==> config.mk <==
export PLATFORM = sky130hd
export DESIGN_NAME = fetch_unit
export DESIGN_NICKNAME = d
export VERILOG_FILES = /design/src/rtl/fetch_pkg.sv /design/src/rtl/fetch_line_buf.sv /design/src/rtl/fetch_unit.sv
export SDC_FILE = /design/constraint.sdc
export NUM_CORES = 1
export LEC_CHECK = 0
export ABC_AREA = 1
export BUFFER_PORTS_ARGS = -buffer_cell sky130_fd_sc_hd__buf_2
export CAP_MARGIN = 20
export CORE_AREA = 2 2 237 262
export DETAILED_ROUTE_END_ITERATION = 16
export DIE_AREA = 0 0 239 264
export PLACE_DENSITY = 0.75
export SYNTH_ARGS = -nofsm -noshare
export SYNTH_HDL_FRONTEND = slang
export SYNTH_SLANG_ARGS = --single-unit
==> constraint.sdc <==
create_clock -name clk -period 5.4 [get_ports clk]
set_clock_uncertainty 0.05 [all_clocks]
set_input_delay 0.27 -clock clk [delete_from_list [all_inputs] [get_ports clk]]
set_output_delay 0.27 -clock clk [all_outputs]
set_load 0.05 [all_outputs]
==> src/rtl/fetch_pkg.sv <==
// fetch_pkg: shared definitions for the instruction-fetch front end.
//   fetch_state_e  - controller states
//   LINE_BYTES, LINE_BEATS, WORDS_PER_LINE - cache line geometry
//   line_addr()    - clears the byte-in-line offset of an address
package fetch_pkg;

  typedef enum logic [1:0] {
    IDLE = 2'd0,
    REQ  = 2'd1,
    RECV = 2'd2,
    EMIT = 2'd3
  } fetch_state_e;

  localparam int unsigned LINE_BYTES     = 64;
  localparam int unsigned LINE_BEATS     = 8;
  localparam int unsigned WORDS_PER_LINE = 16;

  function automatic logic [63:0] line_addr(input logic [63:0] a);
    return a & ~64'(LINE_BYTES - 1);
  endfunction

endpackage

==> src/rtl/fetch_line_buf.sv <==
// fetch_line_buf: one cache line (512 bits) of instruction storage.
//   clk      in   clock
//   we_i     in   write the beat selected by beat_i
//   beat_i   in   beat index 0..7, beat k occupies line[64k +: 64]
//   wdata_i  in   64-bit beat data
//   word_i   in   32-bit word index 0..15 (little-endian within each beat)
//   rdata_o  out  selected word, combinational
module fetch_line_buf
  import fetch_pkg::*;
(
  input  logic        clk,
  input  logic        we_i,
  input  logic [2:0]  beat_i,
  input  logic [63:0] wdata_i,
  input  logic [3:0]  word_i,
  output logic [31:0] rdata_o
);

  logic [63:0] beat_q [LINE_BEATS];
  logic [63:0] beat_sel;

  always_ff @(posedge clk) begin
    if (we_i) begin
      beat_q[beat_i] <= wdata_i;
    end
  end

  // Even words live in the low half of a beat, odd words in the high half.
  assign beat_sel = beat_q[word_i[3:1]];
  assign rdata_o  = word_i[0] ? beat_sel[63:32] : beat_sel[31:0];

endmodule

==> src/rtl/fetch_unit.sv <==
// fetch_unit: instruction-fetch front end ahead of the direct-mapped cache.
// Requests 64-byte lines, collects the 8-beat burst into a line buffer and
// hands 32-bit instructions to decode over valid/ready. Redirects may arrive
// in any state; a burst already in flight is drained without being stored.
//   clk, reset              clock, synchronous active-high reset
//   entry                   start PC, sampled while reset is high
//   bus_reqcyc/reqack       line request handshake
//   bus_req, bus_reqtag     line-aligned request address, constant tag
//   bus_respcyc/respack     response beat handshake (respack combinational)
//   bus_resp, bus_resptag   beat data, tag (ignored)
//   inst_valid/inst_ready   instruction handshake to decode
//   inst, inst_pc           instruction word and its address
//   redirect_valid/_pc      PC redirect, low two bits of the target ignored
module fetch_unit
  import fetch_pkg::*;
#(
  parameter int unsigned              BUS_DATA_WIDTH = 64,
  parameter int unsigned              BUS_TAG_WIDTH  = 13,
  parameter logic [BUS_TAG_WIDTH-1:0] FETCH_TAG      = '0
) (
  input  logic                      clk,
  input  logic                      reset,
  input  logic [BUS_DATA_WIDTH-1:0] entry,
  output logic                      bus_reqcyc,
  input  logic                      bus_reqack,
  output logic [BUS_DATA_WIDTH-1:0] bus_req,
  output logic [BUS_TAG_WIDTH-1:0]  bus_reqtag,
  input  logic                      bus_respcyc,
  output logic                      bus_respack,
  input  logic [BUS_DATA_WIDTH-1:0] bus_resp,
  input  logic [BUS_TAG_WIDTH-1:0]  bus_resptag,
  output logic                      inst_valid,
  input  logic                      inst_ready,
  output logic [31:0]               inst,
  output logic [BUS_DATA_WIDTH-1:0] inst_pc,
  input  logic                      redirect_valid,
  input  logic [BUS_DATA_WIDTH-1:0] redirect_pc
);

  fetch_state_e              state_q, state_d;
  logic [BUS_DATA_WIDTH-1:0] pc_q, pc_d;
  logic [BUS_DATA_WIDTH-1:0] req_q, req_d;
  logic [2:0]                cnt_q, cnt_d;
  logic                      stale_q, stale_d;

  logic        beat_fire;
  logic        last_beat;
  logic [31:0] word_rd;
  logic        unused_bits;

  assign unused_bits = ^{bus_resptag, redirect_pc[1:0], entry[1:0]};

  assign beat_fire = (state_q == RECV) && bus_respcyc;
  assign last_beat = beat_fire && (cnt_q == 3'(LINE_BEATS - 1));

  always_comb begin
    state_d = state_q;
    pc_d    = pc_q;
    cnt_d   = cnt_q;
    stale_d = stale_q;
    unique case (state_q)
      IDLE: state_d = REQ;
      REQ: begin
        // A redirect before the ack cannot withdraw the request, so the
        // returning burst is marked stale instead.
        if (redirect_valid) stale_d = 1'b1;
        if (bus_reqack)     state_d = RECV;
      end
      RECV: begin
        if (redirect_valid) stale_d = 1'b1;
        if (beat_fire)      cnt_d   = cnt_q + 3'd1;
        if (last_beat) begin
          stale_d = 1'b0;
          state_d = (stale_q || redirect_valid) ? REQ : EMIT;
        end
      end
      EMIT: begin
        if (redirect_valid) begin
          state_d = REQ;
        end else if (inst_ready) begin
          pc_d = pc_q + BUS_DATA_WIDTH'(4);
          if (pc_q[5:2] == 4'(WORDS_PER_LINE - 1)) state_d = REQ;
        end
      end
      default: state_d = IDLE;
    endcase
    // Redirect overrides any increment; a same-cycle accept is discarded.
    if (redirect_valid) pc_d = {redirect_pc[BUS_DATA_WIDTH-1:2], 2'b00};
  end

  // The request address is captured on entry to REQ so that a later redirect
  // does not disturb a request the cache has not yet acknowledged.
  always_comb begin
    req_d = req_q;
    if ((state_d == REQ) && (state_q != REQ)) req_d = line_addr(pc_d);
  end

  always_ff @(posedge clk) begin
    if (reset) begin
      state_q <= IDLE;
      pc_q    <= {entry[BUS_DATA_WIDTH-1:2], 2'b00};
      req_q   <= '0;
      cnt_q   <= '0;
      stale_q <= 1'b0;
    end else begin
      state_q <= state_d;
      pc_q    <= pc_d;
      req_q   <= req_d;
      cnt_q   <= cnt_d;
      stale_q <= stale_d;
    end
  end

  fetch_line_buf u_line_buf (
    .clk     (clk),
    .we_i    (beat_fire && !stale_q),
    .beat_i  (cnt_q),
    .wdata_i (bus_resp),
    .word_i  (pc_q[5:2]),
    .rdata_o (word_rd)
  );

  assign bus_reqcyc  = (state_q == REQ);
  assign bus_req     = bus_reqcyc ? req_q : '0;
  assign bus_reqtag  = FETCH_TAG;
  assign bus_respack = beat_fire;
  assign inst_valid  = (state_q == EMIT);
  assign inst        = inst_valid ? word_rd : '0;
  assign inst_pc     = inst_valid ? pc_q : '0;

endmodule

==> out/qor.csv, run 1 <==
stage,metric,value,unit
worst_setup_path,cp_data_required_time,5.91,ns
place,gp_congestion,0.968,
synthesis,postSynthAreaPerCell,9.85,um^2
sta,slew_headroom,0.223,
worst_setup_path,start_kind,flop,
synthesis,synth-compound-area-share,0.127,
run,max_cap_viol_count,0,
power_and_ir_drop,p_per_area,329,nW/um^2
power_and_ir_drop,p_leak,14.1,nW
route,drt_iter0_drc,2913,
floorplan,die_h,264,um
grt,grt_max_degree,257,
clocking,cts_root_buffer,clkbuf_16,
clocking,clk_latency,0.62,ns
place,port_buffers,348,
clocking,ctsHoldBuffers,221,
synthesis,ys_seq_elements,641,
sta,setup_viol_count_final,0,
worst_setup_path,timing_worst_setup_path_type,flop to flop,
sta,post-route-period-util,0.738,
clocking,cts_tree,yes,
layout,fin_nets,3584,
place,dp_hpwl,50200,um
place,place_worst_setup_slack,2.11,ns
sta,fmax,251,MHz
worst_setup_path,crit_arrival,4.49,ns
power_and_ir_drop,p_total,11.5,mW
route,ant_nets,0,
synthesis,synth_top_family_by_area,simple AND/OR/NAND/NOR gates,
floorplan,start_util,0.465,
layout,layout-drive-gt1-share,0.153,
synthesis,synth-xor-area-share,0.00217,
layout,layout_commonest_cell,edfxtp_1,
grt,antenna_found_initial,13,
clocking,clk_pin_slew,0.06,ns
sta,tns,0,ns
route,vias_per_cell,5.75,
grt,grt_pass1_wl,129000,um
route,drt_wl_total,86300,um
clocking,cts.repair.resized,0,
sta,final.setup.worst_slack,1.42,ns
route,route.detailed.drc,0,
grt,overflow,0,
route,vias,24099,
synthesis,synth_area,28200,um^2
floorplan,io_pins,387,
synthesis,synth-warning-count,0,
clocking,cts_buffers,66,
synthesis,yosys.area_share.simple,0.169,
floorplan,die_x,239,um
power_and_ir_drop,peakVddDrop,0.297,mV
min_path,min-delay-path-class,input port to flop,
grt,grt_use_total,0.266,
synthesis,synth_cells,2862,
synthesis,yosysUniqueCellTypes,40,
sta,fin_crit,3.98,ns
sta,worst_pin_slew,1.17,ns
clocking,h-tree-depth,3,
status,status,completed,
clocking,clock-sinks,641,
synthesis,synth.area.mux_share,0,
layout,final_cell_mix,"edfxtp_1, nor2_1, nand2_1",
clocking,cts_buffer_depth,3,
layout,area_growth,23.7,%
sta,rsz0062_at_grt,false,
layout,final_util,0.575,
sta,hold_viol,0,
synthesis,synth-seq-area-share,0.638,
synthesis,synthAdderAreaFrac,0.00355,
grt,grt_pass1_vias,22962,
floorplan,core,60600,um^2
floorplan,die_area,63100,um^2
floorplan,fp-row-count,95,
clocking,post_cts_buffers,0,
worst_setup_path,crit_fanout,51,
route,wire_per_inst,20.6,um
sta,drv_slew,0,
worst_setup_path,critPathCaptureType,flop,
route,dr.pass1.iters,7,
-- through the flow --
stage               hold slack [ns]  instance area, um^2  instances
global placement              0.415                30500       3851
floorplan                     0.319                28300       2882
detailed placement            0.420                30500       3851
global route                 0.0474                34900       4192
CTS                        0.000165                34800       4185
finish                       0.0176                34900       4194
-- metal layers --
metal	vias to the layer above	GRT usage	wire, um
li1	10867	-	-
met1	11388	0.356	33900
met2	1500	0.409	39400
met3	334	0.0586	9150
met4	10	0.130	3830
met5	-	0	54
-- state kept, by name, summed over array words and instances (netlist names), named ones only --
name and count:
stale_q 1, cnt_q 3, u_line_buf.beat_q 512, req_q 58
pc_q 62, state_q 2
-- power breakdown --
| part | total [mW] | switching (mW) | internal, mW |
|---|---|---|---|
| registers | 5.58 | 0.143 | 5.44 |
| logic | 1.44 | 0.952 | 0.487 |
| clock network | 4.45 | 1.96 | 2.49 |
| total | 11.5 | 3.05 | 8.41 |
-- cell usage after synthesis --
cell / instances / share of area
or2_2: 10 / 0.0022
and2_1: 1 / 0.00022
nand3_1: 140 / 0.025
a211oi_1: 1 / 0.00027
o21ai_1: 3 / 0.00053
dfxtp_1: 125 / 0.089
buf_1: 14 / 0.0019
xor2_1: 5 / 0.0016
nand3b_1: 4 / 0.0011
nand4_1: 13 / 0.0029
o21ai_0: 311 / 0.055
nand2_1: 490 / 0.065
nor2_1: 502 / 0.067
nor2_4: 1 / 0.00040
inv_2: 5 / 0.00067
buf_6: 2 / 0.00080
a22oi_1: 2 / 0.00053
clkbuf_1: 130 / 0.017
o21bai_1: 13 / 0.0035
inv_1: 227 / 0.030
a21boi_4: 1 / 0.00067
o221ai_1: 85 / 0.026
a21o_1: 2 / 0.00053
nor2_2: 5 / 0.0011
nand3_2: 1 / 0.00035
o211ai_1: 43 / 0.011
edfxtp_1: 516 / 0.55
clkinv_1: 1 / 0.00013
a31o_2: 1 / 0.00031
a21oi_1: 58 / 0.010
xnor2_1: 2 / 0.00062
a31oi_1: 33 / 0.0073
nor3_2: 1 / 0.00035
buf_2: 20 / 0.0035
o22ai_1: 44 / 0.0098
conb_1: 1 / 0.00013
nand2_2: 3 / 0.00067
ha_1: 8 / 0.0035
buf_4: 22 / 0.0059
nor3_1: 16 / 0.0028
-- worst max-delay path, cell delays in order (launching register included) --
cell and delay, ns:
dfxtp_1 0.41, ha_2 0.52, buf_4 0.58, nand2_2 0.30
inv_2 0.19, nand2_1 0.08, nor2_2 0.23, nand2_2 0.17
nor2_4 0.27, nand3_1 0.11, nand2_1 0.07, nand3_1 0.11
nand2_1 0.11, nand2_1 0.06, nand2_1 0.10, dlygate4sd3_1 0.55
-- layout make-up --
class	instances	area (um^2)
clock buffers	81	1790
fillers	4883	25700
flip-flops and latches	641	18000
clock inverters	32	312
multi-input cells	1820	8630
inverters	233	882
well taps	776	971
diodes	8	20.0
repair buffers	603	4270
-- cells by family (layout without fill, tap and decap cells) --
kind of cell             count (synthesis)  after routing
adder cells (fa/ha/maj)                  8              8
XOR/XNOR                                 7              7
AND/OR/NAND/NOR                       1187           1187
other                                    1             29
flip-flops                             641            641
buffers and inverters                  421            949
AO/OA/AOI/OAI                          597            597
-- path summary, 6_finish.rpt --
kind                         from   endpoint  slack, ns  cells after the start
hold reg to reg         req_q[20]  req_q[20]       0.44                      2
setup reg to reg       state_q[1]   pc_q[51]       1.42                     15
hold / removal    redirect_pc[16]  req_q[16]       0.02                      5
setup / recovery       state_q[1]   pc_q[51]       1.42                     15
(Power assumes the default switching activity.)
==> run 2: changes to the inputs <==
- PLACE_DENSITY: 0.75 -> 0.72
- clock period: 5.4 -> 4.2 ns (I/O delays scaled with it)
==> run 2 against run 1 <==
Effect of this change: critical path depth shrank 8; via count fell by 1.2%; critical path type is now flop to primary output; highest routed layer unchanged; hold slack better by 0.021 ns; count of clock-buffer cells in the layout is 3 lower; design area rose by 1.6%; register-to-register slack got worse by 0.64 ns.
==> out/qor.csv, run 2 (synthesis results as in run 1) <==
stage,metric,value,unit,change
grt,grt_pass1_vias,22864,,was 22962
sta,hold_slack,0.0386,ns,was 0.0176 ns
power_and_ir_drop,p_total,15.1,mW,was 11.5 mW
min_path,min-delay-path-class,input port to flop,,unchanged
worst_setup_path,cp_data_required_time,3.94,ns,was 5.91 ns
sta,drv_slew,0,,unchanged
sta,slew_headroom,0.257,,was 0.223
clocking,post_cts_buffers,0,,unchanged
min_path,worstHoldStart,redirect_pc[5],,was redirect_pc[16]
place,dp_hpwl,49600,um,was 50200 um
clocking,cts.repair.resized,0,,unchanged
place,placed_cell_area,30700,um^2,was 30500 um^2
floorplan,core,60600,um^2,unchanged
run,max_cap_viol_count,0,,unchanged
grt,overflow,0,,unchanged
layout,largest_register,u_line_buf.beat_q,,unchanged
worst_setup_path,r2r_cells,15,,unchanged
status,status,completed,,unchanged
sta,worst_pin_slew,1.11,ns,was 1.17 ns
route,drt_wl_total,86600,um,was 86300 um
grt,grt_max_degree,147,,was 257
clocking,clk_latency,0.63,ns,was 0.62 ns
place,port_buffers,348,,unchanged
min_path,holdPathStages,4,,was 5
worst_setup_path,reg2reg_to,pc_q[62],,was pc_q[51]
worst_setup_path,crit_arrival,3.47,ns,was 4.49 ns
sta,rsz0062_at_grt,false,,unchanged
sta,post-route-period-util,0.889,,
clocking,cts_buffers,67,,was 66
layout,n_fill_cell,4850,,was 4883
route,ant_nets,0,,unchanged
clocking,clock-sinks,641,,unchanged
floorplan,die_area,63100,um^2,unchanged
grt,antenna_found_initial,13,,unchanged
floorplan,die_x,239,um,unchanged
clocking,cts_buffer_depth,3,,unchanged
clocking,h-tree-depth,3,,unchanged
route,vias,23799,,was 24099
worst_setup_path,critPathCaptureType,primary output,,was flop
route,drt_iter0_drc,2570,,was 2913
route,wire_per_inst,20.5,um,was 20.6 um
sta,fin_crit,3.73,ns,
worst_setup_path,r2r_start,pc_q[2],,was state_q[1]
layout,fin_area,35400,um^2,was 34900 um^2
layout,reg.largest.list,"u_line_buf.beat_q: 512 flops, pc_q: 62 flops, req_q: 58 flops",,unchanged
power_and_ir_drop,p_leak,14.3,nW,was 14.1 nW
clocking,clk_pin_slew,0.06,ns,about the same
layout,largest_register_ffs,512,,unchanged
floorplan,die_h,264,um,unchanged
worst_setup_path,start_kind,flop,,unchanged
clocking,cts_tree,yes,,unchanged
route,vias_per_cell,5.63,,was 5.75
sta,tns,0,ns,unchanged
worst_setup_path,r2r_slack,0.78,ns,was 1.42 ns
layout,layout-drive-gt1-share,0.153,,about the same
power_and_ir_drop,peakVddDrop,0.386,mV,was 0.297 mV
route,route.detailed.drc,0,,unchanged
route,dr.pass1.iters,6,,was 7
grt,grt_pass1_wl,130000,um,was 129000 um
worst_setup_path,crit_fanout,97,,was 51
layout,area_growth,25.7,%,was 23.7%
layout,final_util,0.585,,was 0.575
worst_setup_path,timing_worst_setup_path_type,flop to primary output,,was flop to flop
layout,fin_nets,3617,,was 3584
sta,fmax,268,MHz,
grt,grt_use_total,0.270,,was 0.266
power_and_ir_drop,p_per_area,426,nW/um^2,was 329 nW/um^2
sta,setup_viol_count_final,0,,unchanged
place,gp_congestion,0.953,,was 0.968
sta,hold_viol,0,,unchanged
floorplan,start_util,0.465,,unchanged
clocking,cts_root_buffer,clkbuf_16,,unchanged
layout,final_cell_mix,"edfxtp_1, nor2_1, nand2_1",,unchanged
floorplan,io_pins,387,,unchanged
layout,layout_commonest_cell,edfxtp_1,,unchanged
floorplan,fp-row-count,95,,unchanged
==> run 2: worst max path at each step <==
stage | cells past startpoint | slack (ns) | to | startpoint
after floorplan | 6 | -1.68 | u_line_buf.beat_q[6][0] | state_q[0]
after global placement | 7 | 1.24 | inst[2] | flop
after detailed placement | 7 | 1.22 | inst[2] | flop
after CTS | 7 | 0.48 | inst[2] | flop
after global routing | 7 | 0.31 | inst[2] | flop
final | 7 | 0.47 | inst[2] | flop
==> run 2: cell type report <==
cell class | count | area (um^2) | area share
inverter | 233 | 882 | 0.0249
clock inverter | 38 | 493 | 0.0139
clock buffer | 78 | 1760 | 0.0496
tap | 776 | 971 | 0.0274
antenna | 8 | 20.0 | 0.000565
sequential | 641 | 18000 | 0.508
multi-input combinational | 1820 | 8630 | 0.244
timing repair buffer | 635 | 4670 | 0.132
==> run 2: worst max-delay path, stage by stage, from the launching register on <==
cell and delay (ns):
dfxtp_4 0.48, inv_6 0.56, buf_12 0.40, o21ai_0 0.16, o221ai_1 0.23, nand3_1 0.24, a21oi_1 0.34, buf_2 0.34
==> run 2: power by group <==
part           total [mW]  switching (mW)  internal (mW)  leakage [nW]
Combinational        1.90            1.25          0.655          7.56
Sequential           7.15           0.159           6.99          5.69
Clock                6.03            2.54           3.49          1.09
Total                15.1            3.95           11.1          14.3
==> run 2: through the flow <==
| stage | setup slack (ns) | instances |
|---|---|---|
| floorplan | -1.68 | 2882 |
| global placement | 1.24 | 3855 |
| detailed placement | 1.22 | 3855 |
| CTS | 0.483 | 4221 |
| global route | 0.311 | 4226 |
| finish | 0.466 | 4229 |
==> run 2: what timing repair did <==
action / CTS / global route
endpoints found under the hold margin: 640 / 0
setup endpoints to repair: 0 / 0
hold buffers: 250 / 0
==> run 2: routing by layer <==
layer | wire [um] | track usage | share of wire
met1 | 33500 | 0.344 | 0.39
met2 | 40900 | 0.440 | 0.47
met3 | 7800 | 0.0511 | 0.090
met4 | 4260 | 0.141 | 0.049
met5 | 82 | 0 | 0.00095
